<file path="config.mk">
export PLATFORM = sky130hd
export DESIGN_NAME = map_redraw_engine_flat
export DESIGN_NICKNAME = d
export VERILOG_FILES = /design/src/rtl/map_redraw_if.sv /design/src/rtl/map_redraw_engine.sv /design/src/flat_wrapper.sv
export SDC_FILE = /design/constraint.sdc
export NUM_CORES = 1
export LEC_CHECK = 0
export BUFFER_PORTS_ARGS = -buffer_cell sky130_fd_sc_hd__buf_4
export CORE_MARGIN = 4
export CORE_UTILIZATION = 55
export CTS_CLUSTER_DIAMETER = 80
export DETAILED_ROUTE_END_ITERATION = 6
export PLACE_DENSITY = 0.79
export SYNTH_ARGS = -nofsm -noshare
export SYNTH_HDL_FRONTEND = slang
export SYNTH_SLANG_ARGS = --single-unit
</file>
<file path="constraint.sdc">
create_clock -name clock -period 4.2 [get_ports clock]
set_clock_uncertainty 0.15 [all_clocks]
set_input_delay 0.21 -clock clock [delete_from_list [all_inputs] [get_ports clock]]
set_output_delay 0.21 -clock clock [all_outputs]
set_load 0.03 [all_outputs]
</file>
<file path="src/rtl/map_redraw_if.sv">
// Redraw handshake, image ROM read port and VGA plot port of the map redraw
// engine, bundled into one interface.
//   slave  : the redraw engine itself
//   master : the surrounding system (game-state controller, image ROM, VGA)
interface map_redraw_if #(
  parameter int COLOUR_W = 9
);
  logic                drawMap;
  logic [3:0]          gameState;
  logic [COLOUR_W-1:0] rom_data;
  logic [2:0]          rom_sel;
  logic [16:0]         rom_addr;
  logic                plot;
  logic [8:0]          x;
  logic [7:0]          y;
  logic [COLOUR_W-1:0] colour;
  logic                doneRedraw;

  modport slave (
    input  drawMap, gameState, rom_data,
    output rom_sel, rom_addr, plot, x, y, colour, doneRedraw
  );

  modport master (
    output drawMap, gameState, rom_data,
    input  rom_sel, rom_addr, plot, x, y, colour, doneRedraw
  );
endinterface

</file>
<file path="src/rtl/map_redraw_engine.sv">
// Map redraw engine: on a drawMap request, latches gameState, picks the
// matching background image and rasters every pixel of the screen from the
// image ROM to the VGA plot port, then holds doneRedraw until drawMap drops.
// Optional feature: define MAP_REDRAW_TRANSPARENT_EN to suppress the plot
// strobe for pixels whose ROM colour equals TRANSPARENT.
module map_redraw_engine #(
  parameter int                  WIDTH       = 320,
  parameter int                  HEIGHT      = 240,
  parameter int                  COLOUR_W    = 9,
  parameter logic [COLOUR_W-1:0] TRANSPARENT = {COLOUR_W{1'b1}}
) (
  input  logic         clock,
  input  logic         resetn,
  map_redraw_if.slave  bus
);

  typedef enum logic [1:0] {IDLE, DRAW, FLUSH, DONE} state_t;

  state_t      state, state_next;
  logic        start;        // latch gameState and clear the raster counters
  logic        issue;        // issue the address of pixel (cx, cy) this cycle
  logic        last_pix;
  logic [8:0]  cx;
  logic [7:0]  cy;
  logic [3:0]  sel_state;
  logic [16:0] addr_next;
  logic [8:0]  issue_x;      // coordinates travelling alongside the ROM read
  logic [7:0]  issue_y;
  logic        issue_valid;
  logic        plot_slot;    // a pixel's ROM data is on rom_data this cycle
  logic        skip;

  // Image number for each controller state code.
  function automatic logic [2:0] image_select(input logic [3:0] code);
    case (code)
      4'd1, 4'd2: return 3'd1;
      4'd3, 4'd4: return 3'd2;
      4'd5, 4'd6: return 3'd3;
      4'd7, 4'd8: return 3'd4;
      4'd9:       return 3'd5;
      default:    return 3'd0;
    endcase
  endfunction

  assign last_pix  = (cx == 9'(WIDTH - 1)) && (cy == 8'(HEIGHT - 1));
  assign addr_next = 17'(cy) * 17'(WIDTH) + 17'(cx);

  // State register.
  always_ff @(posedge clock) begin
    // NOTE: sequential state uses non-blocking assignment so every register
    // samples pre-edge values regardless of block ordering.
    if (!resetn) state <= IDLE;
    else         state <= state_next;
  end

  // Next-state and control decode.
  always_comb begin
    // NOTE: defaults first, so no path through this block leaves a signal
    // unassigned and infers a latch.
    state_next = state;
    start      = 1'b0;
    issue      = 1'b0;
    case (state)
      IDLE: begin
        if (bus.drawMap) begin
          start      = 1'b1;
          state_next = DRAW;
        end
      end
      DRAW: begin
        if (!bus.drawMap) begin
          state_next = IDLE;
        end else begin
          issue = 1'b1;
          if (last_pix) state_next = FLUSH;
        end
      end
      FLUSH: state_next = bus.drawMap ? DONE : IDLE;
      DONE: begin
        if (!bus.drawMap) begin
          state_next = IDLE;
        end else if (bus.gameState != sel_state) begin
          start      = 1'b1;
          state_next = DRAW;
        end
      end
      default: state_next = IDLE;
    endcase
  end

  // Raster counters, ROM address issue and the one-stage plot pipeline.
  always_ff @(posedge clock) begin
    if (!resetn) begin
      cx             <= '0;
      cy             <= '0;
      sel_state      <= '0;
      bus.rom_sel    <= '0;
      bus.rom_addr   <= '0;
      issue_x        <= '0;
      issue_y        <= '0;
      issue_valid    <= 1'b0;
      plot_slot      <= 1'b0;
      bus.x          <= '0;
      bus.y          <= '0;
      bus.doneRedraw <= 1'b0;
    end else begin
      if (start) begin
        sel_state <= bus.gameState;
        cx        <= '0;
        cy        <= '0;
      end else if (issue) begin
        if (cx == 9'(WIDTH - 1)) begin
          cx <= '0;
          cy <= cy + 8'd1;
        end else begin
          cx <= cx + 9'd1;
        end
      end
      bus.rom_sel <= image_select(sel_state);
      issue_valid <= issue;
      if (issue) begin
        bus.rom_addr <= addr_next;
        issue_x      <= cx;
        issue_y      <= cy;
      end
      plot_slot      <= issue_valid;
      bus.x          <= issue_x;
      bus.y          <= issue_y;
      bus.doneRedraw <= (state == DONE) && (state_next == DONE);
    end
  end

`ifdef MAP_REDRAW_TRANSPARENT_EN
  assign skip = (bus.rom_data == TRANSPARENT);
`else
  assign skip = 1'b0;
`endif

  // The ROM's registered output arrives in the same cycle as the pixel's
  // x/y, so colour and the strobe are gated from it directly.
  assign bus.plot   = plot_slot & ~skip;
  assign bus.colour = plot_slot ? bus.rom_data : '0;

endmodule
</file>
<file path="src/flat_wrapper.sv">
// flat-port wrapper written by rule: the top's interface ports become plain ports
module map_redraw_engine_flat 
#(
  parameter int                  WIDTH       = 320,
  parameter int                  HEIGHT      = 240,
  parameter int                  COLOUR_W    = 9,
  parameter logic [COLOUR_W-1:0] TRANSPARENT = {COLOUR_W{1'b1}}
)
  (clock, resetn, bus_drawMap, bus_gameState, bus_rom_data, bus_rom_sel, bus_rom_addr, bus_plot, bus_x, bus_y, bus_colour, bus_doneRedraw);
  map_redraw_if #(.COLOUR_W(COLOUR_W)) bus_i ();
  input  logic clock;
  input  logic resetn;
  input wire logic [$bits(bus_i.drawMap)-1:0] bus_drawMap;
  input wire logic [$bits(bus_i.gameState)-1:0] bus_gameState;
  input wire logic [$bits(bus_i.rom_data)-1:0] bus_rom_data;
  output wire logic [$bits(bus_i.rom_sel)-1:0] bus_rom_sel;
  output wire logic [$bits(bus_i.rom_addr)-1:0] bus_rom_addr;
  output wire logic [$bits(bus_i.plot)-1:0] bus_plot;
  output wire logic [$bits(bus_i.x)-1:0] bus_x;
  output wire logic [$bits(bus_i.y)-1:0] bus_y;
  output wire logic [$bits(bus_i.colour)-1:0] bus_colour;
  output wire logic [$bits(bus_i.doneRedraw)-1:0] bus_doneRedraw;
  assign bus_i.drawMap = bus_drawMap;
  assign bus_i.gameState = bus_gameState;
  assign bus_i.rom_data = bus_rom_data;
  assign bus_rom_sel = bus_i.rom_sel;
  assign bus_rom_addr = bus_i.rom_addr;
  assign bus_plot = bus_i.plot;
  assign bus_x = bus_i.x;
  assign bus_y = bus_i.y;
  assign bus_colour = bus_i.colour;
  assign bus_doneRedraw = bus_i.doneRedraw;
  map_redraw_engine #(.WIDTH(WIDTH), .HEIGHT(HEIGHT), .COLOUR_W(COLOUR_W), .TRANSPARENT(TRANSPARENT)) u_core (.clock(clock), .resetn(resetn), .bus(bus_i));
endmodule
</file>
==> impl_metrics.env <==
export IMPL_run_status="completed"
export IMPL_drt_wl_total_um=7470
export IMPL_slowest_stage="or4b_1"
export IMPL_ys_seq_area_share_pct=42.4
export IMPL_worstSetupPathType="flip-flop to flip-flop"
export IMPL_worst_pin_slew_ps=774
export IMPL_reg2reg_from="u_core.cy[3]"
export IMPL_io_buffers=63
export IMPL_dp_hpwl_um=5250
export IMPL_synth_net_count=424
export IMPL_crit_fanout=7
export IMPL_ys_top_cells_by_area="dfxtp_1 42%, ha_1 9.0%, and2_1 5.2%"
export IMPL_antenna_found_initial=0
export IMPL_vias_per_cell=5.40
export IMPL_avgSynthCellArea_um2=9.17
export IMPL_cp_data_arrival_time_ps=3510
export IMPL_min_delay_start="bus_gameState[3]"
export IMPL_nFillCells=488
export IMPL_num_rows=28
export IMPL_core_area_mm2=0.00603
export IMPL_leakage_nw=1.87
export IMPL_synth_seq_cells=74
export IMPL_synth_most_common_cell="dfxtp_1"
export IMPL_die_h_um=87.7
export IMPL_maxCapViolations=0
export IMPL_grt_ovfl_total=0
export IMPL_num_antenna_cells=0
export IMPL_clockBufferDepth=2
export IMPL_place_ws_ps=854
export IMPL_ant_nets=0
export IMPL_wl_per_cell_um=14.3
export IMPL_relSlewSlack_pct=47.8
export IMPL_crit_top_cell="ha_1"
export IMPL_clock_latency_ps=340
export IMPL_crit_buf_inv=1
export IMPL_rsz0062_at_grt="no"
export IMPL_critical_path_max_stage_delay_ps=530
export IMPL_start_util_pct=58.0
export IMPL_synthFlopType="dfxtp_1"
export IMPL_numClockSinks=74
export IMPL_multi_input_area_mm2=0.00184
export IMPL_io_pins=64
export IMPL_period_minus_slack_ps=3390
export IMPL_numCtsBuffers=9
export IMPL_r2r_end="u_core.bus.rom_addr[15]"
export IMPL_drtPass1Iterations=5
export IMPL_drv_slew=0
export IMPL_hold_path_class="primary input to flip-flop"
export IMPL_cts_clk_slew_worst_paths_ps=80
export IMPL_h_tree_depth=3
export IMPL_fmaxAchievable_mhz=295
export IMPL_whs_endpoint="u_core.sel_state[3]"
export IMPL_die_w_um=87.7
export IMPL_worst_slack_ps=807
export IMPL_hold_viol_final=0
export IMPL_seq_area_mm2=0.00148
export IMPL_tns_ps=0
export IMPL_peakVddDrop_v=0.000272
export IMPL_clockRootBuffer="clkbuf_8"
export IMPL_dieArea_mm2=0.00769
export IMPL_setup_viol=0
export IMPL_synth_cell_types=48
export IMPL_period_share_pct=80.8
export IMPL_drive_gt1_share_pct=19.3
export IMPL_synth_edff_count=0
export IMPL_path_delay_family="simple AND/OR/NAND/NOR gates"
export IMPL_path_cells="ha_1, ha_1, inv_1, fa_1, nand2b_1, or3_1, or4b_1, or4_1, a31oi_1"
export IMPL_track_usage_pct=20.6
export IMPL_postSynthCellCount=381
export IMPL_reg2regPathDepth=9
export IMPL_yosys_area_top_type="dfxtp_1"
export IMPL_end_kind="flip-flop"
export IMPL_yosysTopAreaCellShare_pct=42.4
export IMPL_finalNetCount=484
export IMPL_cts_tree="built"
export IMPL_drc_errors=0
export IMPL_crit_required_ps=4320
export IMPL_worstHoldPathCells=3
export IMPL_first_iter_violations=162
export IMPL_vias=2816
export IMPL_netlist_area_mm2=0.00349
export IMPL_grt_max_degree=29
export IMPL_r2r_slack_ps=810
export IMPL_gp_congestion=0.871
export IMPL_grt_pass1_wl_um=12600
export IMPL_first_global_vias=2783
export IMPL_yosysWarnings=0
export IMPL_syn_to_final_growth_pct=21.1
export IMPL_synth_common_cells="74 x dfxtp_1, 42 x nor2_1, 29 x and2_1, 25 x ha_1, 25 x nand2_1"
export IMPL_cp_start_kind="flip-flop"
export IMPL_synth_async_sr_flop_share_pct=0
export IMPL_powerDensity_mw_per_mm2=354
export IMPL_ctsResizeCount=0
==> flip-flops by register name, summed over array words and instances, names as in the netlist <==
| register | cells |
|---|---|
| u_core.sel_state | 4 |
| u_core.bus.x | 9 |
| u_core.bus.plot | 1 |
| u_core.cx | 9 |
| u_core.issue_valid | 1 |
| u_core.state | 2 |
| u_core.bus.rom_sel | 3 |
| u_core.bus.doneRedraw | 1 |
| u_core.issue_x | 9 |
| u_core.cy | 8 |
| u_core.issue_y | 8 |
| u_core.bus.y | 8 |
| u_core.bus.rom_addr | 11 |
==> tightest hold or removal path, stage by stage <==
cell and delay (ps):
buf_4 90, mux2i_1 60, nor2_1 100
==> routing by layer <==
layer | vias to the layer above | share of wire, % | global-route usage, %
li1 | 1434 | - | -
met5 | - | 0 | 0
met1 | 1302 | 48 | 28.2
met4 | 0 | 1.3 | 8.65
met3 | 12 | 4.4 | 4.61
met2 | 68 | 46 | 31.2
==> how the worst max path moves through the flow <==
stage               cells after the start                      end         start  slack, ps
global route                            9  u_core.bus.rom_addr[15]  u_core.cy[3]        700
global placement                        9  u_core.bus.rom_addr[15]  u_core.cy[3]        950
floorplan                               9  u_core.bus.rom_addr[15]  u_core.cy[1]       1050
finish                                  9  u_core.bus.rom_addr[15]  u_core.cy[3]        810
CTS                                     9  u_core.bus.rom_addr[15]  u_core.cy[3]        810
detailed placement                      9  u_core.bus.rom_addr[15]  u_core.cy[3]        850
==> kinds of logic after synthesis <==
logic type,Yosys count,share of synthesized area (%)
adders and majority gates,27,10.1
DFF,74,42.4
buffers and inverters,39,4.84
AOI/OAI and AO/OA,75,14.9
xor gates and xnor gates,22,5.52
and+or+nand+nor,138,20.6
muxes,6,1.72
==> power breakdown <==
group / leakage [nW] / total, mW / internal (mW) / switching [mW]
Clock: 0.105 / 0.605 / 0.333 / 0.271
Combinational: 1.17 / 0.150 / 0.0601 / 0.0897
Sequential: 0.600 / 0.743 / 0.728 / 0.0152
==> per-stage QoR <==
step | std cells | util, % | instance area (um2) | hold slack, ps | power [mW]
6_report | 521 | 70.2 | 4230 | 13.9 | 1.50
4_1_cts | 521 | 70.2 | 4230 | 13.7 | 1.51
2_1_floorplan | 381 | - | 3490 | 204 | 0.858
3_5_place_dp | 502 | 66.1 | 3980 | 272 | 0.907
3_3_place_gp | 502 | 66.1 | 3980 | 267 | 0.902
5_1_grt | 521 | 70.2 | 4230 | 24.4 | 1.56
==> cell type report <==
| class | count | area share, % |
|---|---|---|
| clock buffers | 9 | 2.93 |
| clock inverters | 7 | 2.22 |
| inverters | 20 | 1.78 |
| multi-input cells | 268 | 43.6 |
| flip-flops and latches | 74 | 35.0 |
| well taps | 75 | 2.22 |
| repair buffers | 68 | 12.2 |
==> cells in the final DEF, fill, tap and decap left out, types with 2 or more instances in the layout <==
cell type,n
inv_1,19
nand2b_1,3
xnor2_1,9
dlygate4sd3_1,3
clkinv_2,2
a31oi_1,5
clkinvlp_4,2
o22a_1,11
nand3b_1,2
o21ai_0,14
clkbuf_8,9
nand3_1,3
a211oi_1,6
a2bb2oi_1,4
bufinv_16,2
nor4_1,2
and2_1,29
a21oi_1,17
mux2i_1,6
nand4_1,6
or3_1,5
nor2_1,42
dfxtp_1,74
nor3_1,7
and3_1,3
o311ai_0,2
xor2_1,13
nand2_1,25
a311oi_1,3
ha_1,25
a21o_1,4
nor2b_1,4
buf_4,65
fa_1,2
==> what timing repair did <==
item / in CTS / in global routing
hold endpoints to repair: 3 / 0
hold buffers: 3 / 0
buffers inserted: 0 / 0
Power figures use the tool's default switching activity.
